File: src/rtl/pwm_timer_pkg.sv
// Shared register map and CTRL bit positions for the PWM timer.
package pwm_timer_pkg;

   localparam logic [7:0] OffCtrl   = 8'h00;
   localparam logic [7:0] OffPeriod = 8'h04;
   localparam logic [7:0] OffDuty0  = 8'h08;
   localparam logic [7:0] OffCount  = 8'h20;
   localparam logic [7:0] OffStatus = 8'h24;

   localparam int unsigned CtrlEnBit   = 0;
   localparam int unsigned CtrlIeBit   = 1;
   localparam int unsigned CtrlPolBase = 2;

   function automatic logic [7:0] duty_offset(input int unsigned ch);
      return OffDuty0 + 8'(4 * ch);
   endfunction

endpackage

File: src/rtl/pwm_channel.sv
// One PWM channel: duty shadow register, compare against the shared counter,
// polarity inversion and the registered output.
module pwm_channel #(
   parameter int unsigned CNT_W = 16
) (
   input  logic             clk,
   input  logic             rst,
   input  logic             load,
   input  logic             en,
   input  logic             pol,
   input  logic [CNT_W-1:0] duty_stage,
   input  logic [CNT_W-1:0] count,
   output logic             pwm
);

   logic [CNT_W-1:0] duty_sh_q;
   logic             pwm_q;

   always_ff @(posedge clk) begin
      if (rst) begin
         duty_sh_q <= '0;
         pwm_q     <= 1'b0;
      end else begin
         if (load) duty_sh_q <= duty_stage;
         pwm_q <= en ? ((count < duty_sh_q) ^ pol) : pol;
      end
   end

   assign pwm = pwm_q;

endmodule

File: src/rtl/pwm_timer.sv
// Multi-channel PWM timer with shadowed period/duty registers, a shared
// free-running counter and a level period-wrap interrupt on a rib slave port.
module pwm_timer
   import pwm_timer_pkg::*;
#(
   parameter int unsigned NUM_CH = 2,
   parameter int unsigned CNT_W  = 16
) (
   input  logic              clk,
   input  logic              rst,
   input  logic              we_i,
   input  logic [31:0]       addr_i,
   input  logic [31:0]       data_i,
   output logic [31:0]       data_o,
   output logic [NUM_CH-1:0] pwm_o,
   output logic              int_sig_o
);

   localparam int unsigned CW = NUM_CH + 2;

   logic [CW-1:0]    ctrl_q;
   logic [CNT_W-1:0] period_q, period_sh_q, count_q, count_d;
   logic [CNT_W-1:0] duty_q [NUM_CH];
   logic             status_q, status_d;
   logic [7:0]       reg_addr;
   logic             en, en_nxt, wrap, load_sh, ctrl_wr, status_clr;
   logic             unused_bits;

   assign reg_addr    = addr_i[7:0];
   assign unused_bits = ^{addr_i[31:8], data_i};

   assign en         = ctrl_q[CtrlEnBit];
   assign ctrl_wr    = we_i && (reg_addr == OffCtrl);
   assign en_nxt     = ctrl_wr ? data_i[CtrlEnBit] : en;
   assign wrap       = en && (count_q == period_sh_q);
   assign load_sh    = wrap || !en;
   assign status_clr = we_i && (reg_addr == OffStatus) && data_i[0];

   // Clearing en zeroes the counter at the same edge the write lands.
   always_comb begin
      count_d = count_q + CNT_W'(1);
      if (!en || !en_nxt || wrap) count_d = '0;
   end

   always_comb begin
      status_d = status_q;
      if (status_clr) status_d = 1'b0;
      if (wrap)       status_d = 1'b1;
   end

   always_ff @(posedge clk) begin
      if (rst) begin
         ctrl_q      <= '0;
         period_q    <= '0;
         period_sh_q <= '0;
         count_q     <= '0;
         status_q    <= 1'b0;
         for (int unsigned i = 0; i < NUM_CH; i++) duty_q[i] <= '0;
      end else begin
         if (ctrl_wr) ctrl_q <= data_i[CW-1:0];
         if (we_i && (reg_addr == OffPeriod)) period_q <= data_i[CNT_W-1:0];
         for (int unsigned i = 0; i < NUM_CH; i++) begin
            if (we_i && (reg_addr == duty_offset(i))) duty_q[i] <= data_i[CNT_W-1:0];
         end
         if (load_sh) period_sh_q <= period_q;
         count_q  <= count_d;
         status_q <= status_d;
      end
   end

   always_comb begin
      data_o = '0;
      case (reg_addr)
         OffCtrl:   data_o = 32'(ctrl_q);
         OffPeriod: data_o = 32'(period_q);
         OffCount:  data_o = 32'(count_q);
         OffStatus: data_o = {31'b0, status_q};
         default:   ;
      endcase
      for (int unsigned i = 0; i < NUM_CH; i++) begin
         if (reg_addr == duty_offset(i)) data_o = 32'(duty_q[i]);
      end
   end

   assign int_sig_o = status_q && ctrl_q[CtrlIeBit];

   for (genvar g = 0; g < NUM_CH; g++) begin : g_ch
      pwm_channel #(
         .CNT_W(CNT_W)
      ) u_ch (
         .clk       (clk),
         .rst       (rst),
         .load      (load_sh),
         .en        (en),
         .pol       (ctrl_q[CtrlPolBase+g]),
         .duty_stage(duty_q[g]),
         .count     (count_q),
         .pwm       (pwm_o[g])
      );
   end

endmodule

File: config.mk
export PLATFORM = sky130hd
export DESIGN_NAME = pwm_timer
export DESIGN_NICKNAME = d
export VERILOG_FILES = /design/src/rtl/pwm_timer_pkg.sv /design/src/rtl/pwm_channel.sv /design/src/rtl/pwm_timer.sv
export SDC_FILE = /design/constraint.sdc
export NUM_CORES = 1
export LEC_CHECK = 0
export BUFFER_PORTS_ARGS = -buffer_cell sky130_fd_sc_hd__buf_2
export CORE_UTILIZATION = 51
export DETAILED_ROUTE_END_ITERATION = 8
export PLACE_DENSITY = 0.77
export RECOVER_POWER = 50
export SLEW_MARGIN = 20
export SYNTH_ARGS = -nofsm -noshare
export SYNTH_HDL_FRONTEND = slang
export SYNTH_HIERARCHICAL = 1
export SYNTH_SLANG_ARGS = --single-unit
File: constraint.sdc
create_clock -name clk -period 2.58 [get_ports clk]
set_clock_uncertainty 0.2 [all_clocks]
set_input_delay 0.387 -clock clk [delete_from_list [all_inputs] [get_ports clk]]
set_output_delay 0.387 -clock clk [all_outputs]
set_load 0.02 [all_outputs]
==> flow_summary.ini <==
[status]
status = finished, violations left
violations = setup timing

[worst_setup_path]
cp_max_fo = 13
end_kind = primary output
cp.arrival_ns = 2.06
critical_path_class = input pin to primary output
crit_required_ns = 1.99
cp-start-kind = input pin

[synthesis]
yosysTopAreaCell = dfxtp_1
synth_common_cells = nor2_1 (119), dfxtp_1 (87), mux2i_1 (68), a21oi_1 (37), inv_1 (33)
yosysMostFrequentCell = nor2_1
ys_seq_area_share_pct = 45.7
yosysTopAreaCellShare_pct = 29.5
yosys_warnings = 6
ys.flop_type = dfxtp_1
avgSynthCellArea_um2 = 9.51
synth_edf_count = 32
syn_area_um2 = 5910
async_flop_share_pct = 0
synth_cell_types = 43
ys_ff_latch = 119
netlist_instances = 622
synth.top_cells.by_area = dfxtp_1 (29%), edfxtp_1 (16%), mux2i_1 (12%), nor2_1 (7.6%), ha_1 (6.6%)

[floorplan]
die-width_um = 110
placementRows = 38
initial_core_util_pct = 53.4
coreArea_um2 = 11100
io_pins = 102
die_y_um = 110
die_area_um2 = 12000

[sta]
finalCritPeriodShare_pct = 102
rsz0062_at_grt = yes
period_needed_ns = 2.64
worst_slack_ns = -0.0639
tightest_slew_ns = 0.855
tns_ns = -0.486
setup_violations = 13
fmax_ghz = 0.378
final_hold_viol_count = 0
drv_slew = 0
max_slew_margin_pct = 43.0

[final_layout]
drive_above_1_share_pct = 20.2
ff_latch_area_um2 = 2700
fin_nets = 782
fill_cells = 775
multi_input_area_um2 = 3020
diodes = 0
utilization_pct = 65.4
area_growth_pct = 22.6

[flow_run]
cap_violations = 0

[pwr]
vdd_drop_max_mv = 0.399
p_comb_share_pct = 4.9
powerDensity_nw_per_um2 = 638
pwr-share-clk_pct = 51.7
leakage_nw = 3.25
p_int_mw = 3.60
p_sw_mw = 1.02
total_power_mw = 4.62
power_frac_seq_pct = 43.4
sw_frac_of_total_pct = 22.1

[placed_design]
dp_hpwl_um = 10400
gp_congestion = 0.899
preCtsSetupSlack_ns = -0.0986
port_buffers = 45

[clocking]
cts_tree = done
hold_buffers = 0
cts_root_buffer = clkbuf_16
htreeDepth = 4
clk_pin_slew_ns = 0.05
numCtsBuffers = 17
cts_num_sinks = 119
clk_latency_ns = 0.41
cts_max_path_buffers = 2

[detailed_routing]
vias = 4927
remaining_drc_errors = 0
wl_per_cell_um = 18.7
final_antenna_net_count = 0
dr_wl_met3_um = 1090
detail_route.vias_per_cell = 5.89
drtIter0Drc = 410
first_pass_iters = 7
wl_um = 15600
highest-signal-layer = met4
wl_met2_um = 7990
wl_met1_um = 6010

[global_route]
track_usage_pct = 27.2
grt_pass1_vias = 4892
grt.overflow.total = 0
antenna_found_initial = 0
grt_max_degree = 30
grt_pass1_wl_um = 24000

[min_path]
hold_class = input pin to flop
-- cell families after synthesis --
kind of cell / after synthesis / share of synthesized area, %
fa+ha+maj: 31 / 6.56
other cells: 1 / 0.0634
xor+xnor: 30 / 4.44
mux: 74 / 12.8
flops: 119 / 45.7
buf+inv: 81 / 6.54
simple gates: 217 / 16.8
compound gates: 69 / 7.09
-- cell type report --
type	instances	share of cell area, %
Multi-Input combinational cell	437	41.7
Sequential cell	119	37.3
Timing Repair Buffer	76	8.51
Clock buffer	19	6.25
Tap cell	140	2.42
Clock inverter	13	2.12
Inverter	33	1.71
-- cell usage in the layout (no fill, tap or decap), types with 22 or more instances in the layout --
| master | netlist | routed |
|---|---|---|
| a21oi_1 | 37 | 24 |
| buf_2 | 9 | 26 |
| buf_4 | 16 | 22 |
| dfxtp_1 | 87 | 87 |
| edfxtp_1 | 32 | 32 |
| ha_1 | 31 | 31 |
| inv_1 | 33 | 33 |
| mux2i_1 | 68 | 68 |
| nand2_1 | 28 | 25 |
| nor2_1 | 119 | 109 |
| xnor2_1 | 23 | 23 |
-- state kept, by name, indices dropped and copies added (netlist names) --
register,flops
period_sh_q,16
g_ch.u_ch/duty_sh_q,32
count_q,16
status_q,1
ctrl_q,4
period_q,16
duty_q,32
g_ch.u_ch/pwm,2
-- critical path: stages --
cell and delay, ns:
buf_6 0.09, or4_4 0.57, or3_4 0.36, buf_12 0.17, a21oi_4 0.15, a21oi_2 0.05
nor2_2 0.13, buf_6 0.14
-- power by group through the flow --
stage / clock (mW) / sequential, mW / combinational [mW]
6_report: 2.39 / 2.00 / 0.227
5_1_grt: 2.49 / 2.01 / 0.249
4_1_cts: 2.40 / 2.00 / 0.228
3_5_place_dp: 0 / 2.04 / 0.217
3_3_place_gp: 0 / 2.04 / 0.208
2_1_floorplan: 0 / 2.03 / 0.156
-- metrics by stage --
stage | hold slack, ns | instances | area (um^2)
global route | 0.0284 | 837 | 7250
floorplan | 0.259 | 637 | 6040
finish | 0.0202 | 837 | 7250
global placement | 0.276 | 802 | 6480
detailed placement | 0.285 | 802 | 6480
CTS | 0.0162 | 834 | 7220
-- final timing paths --
check,start,to,slack (ns),cells after the start
max,addr_i[7],data_o[14],-0.06,8
min reg2reg,g_ch[1].u_ch/duty_sh_q[14]$_SDFFE_PP0P_,g_ch[1].u_ch/duty_sh_q[14]$_SDFFE_PP0P_,0.30,2
max reg2reg,count_q[5]$_SDFF_PP0_,g_ch[0].u_ch/duty_sh_q[3]$_SDFFE_PP0P_,0.08,7
min,data_i[14],period_q[14]$_SDFFE_PP0P_,0.02,3
-- per-layer routing --
layer / vias up / global-route usage, %
li1: 2221 / -
met1: 2406 / 30.6
met2: 250 / 48.2
met3: 50 / 5.69
met4: 0 / 14.5
met5: - / 0
-- timing repair --
| item | CTS | global route |
|---|---|---|
| setup buffers | 0 | 2 |
| endpoints found under the setup margin | 15 | 18 |
| gates resized for setup | 39 | 10 |
| pin swaps | 3 | 8 |
| gates cloned | 0 | 1 |
Power figures use the tool's default switching activity.
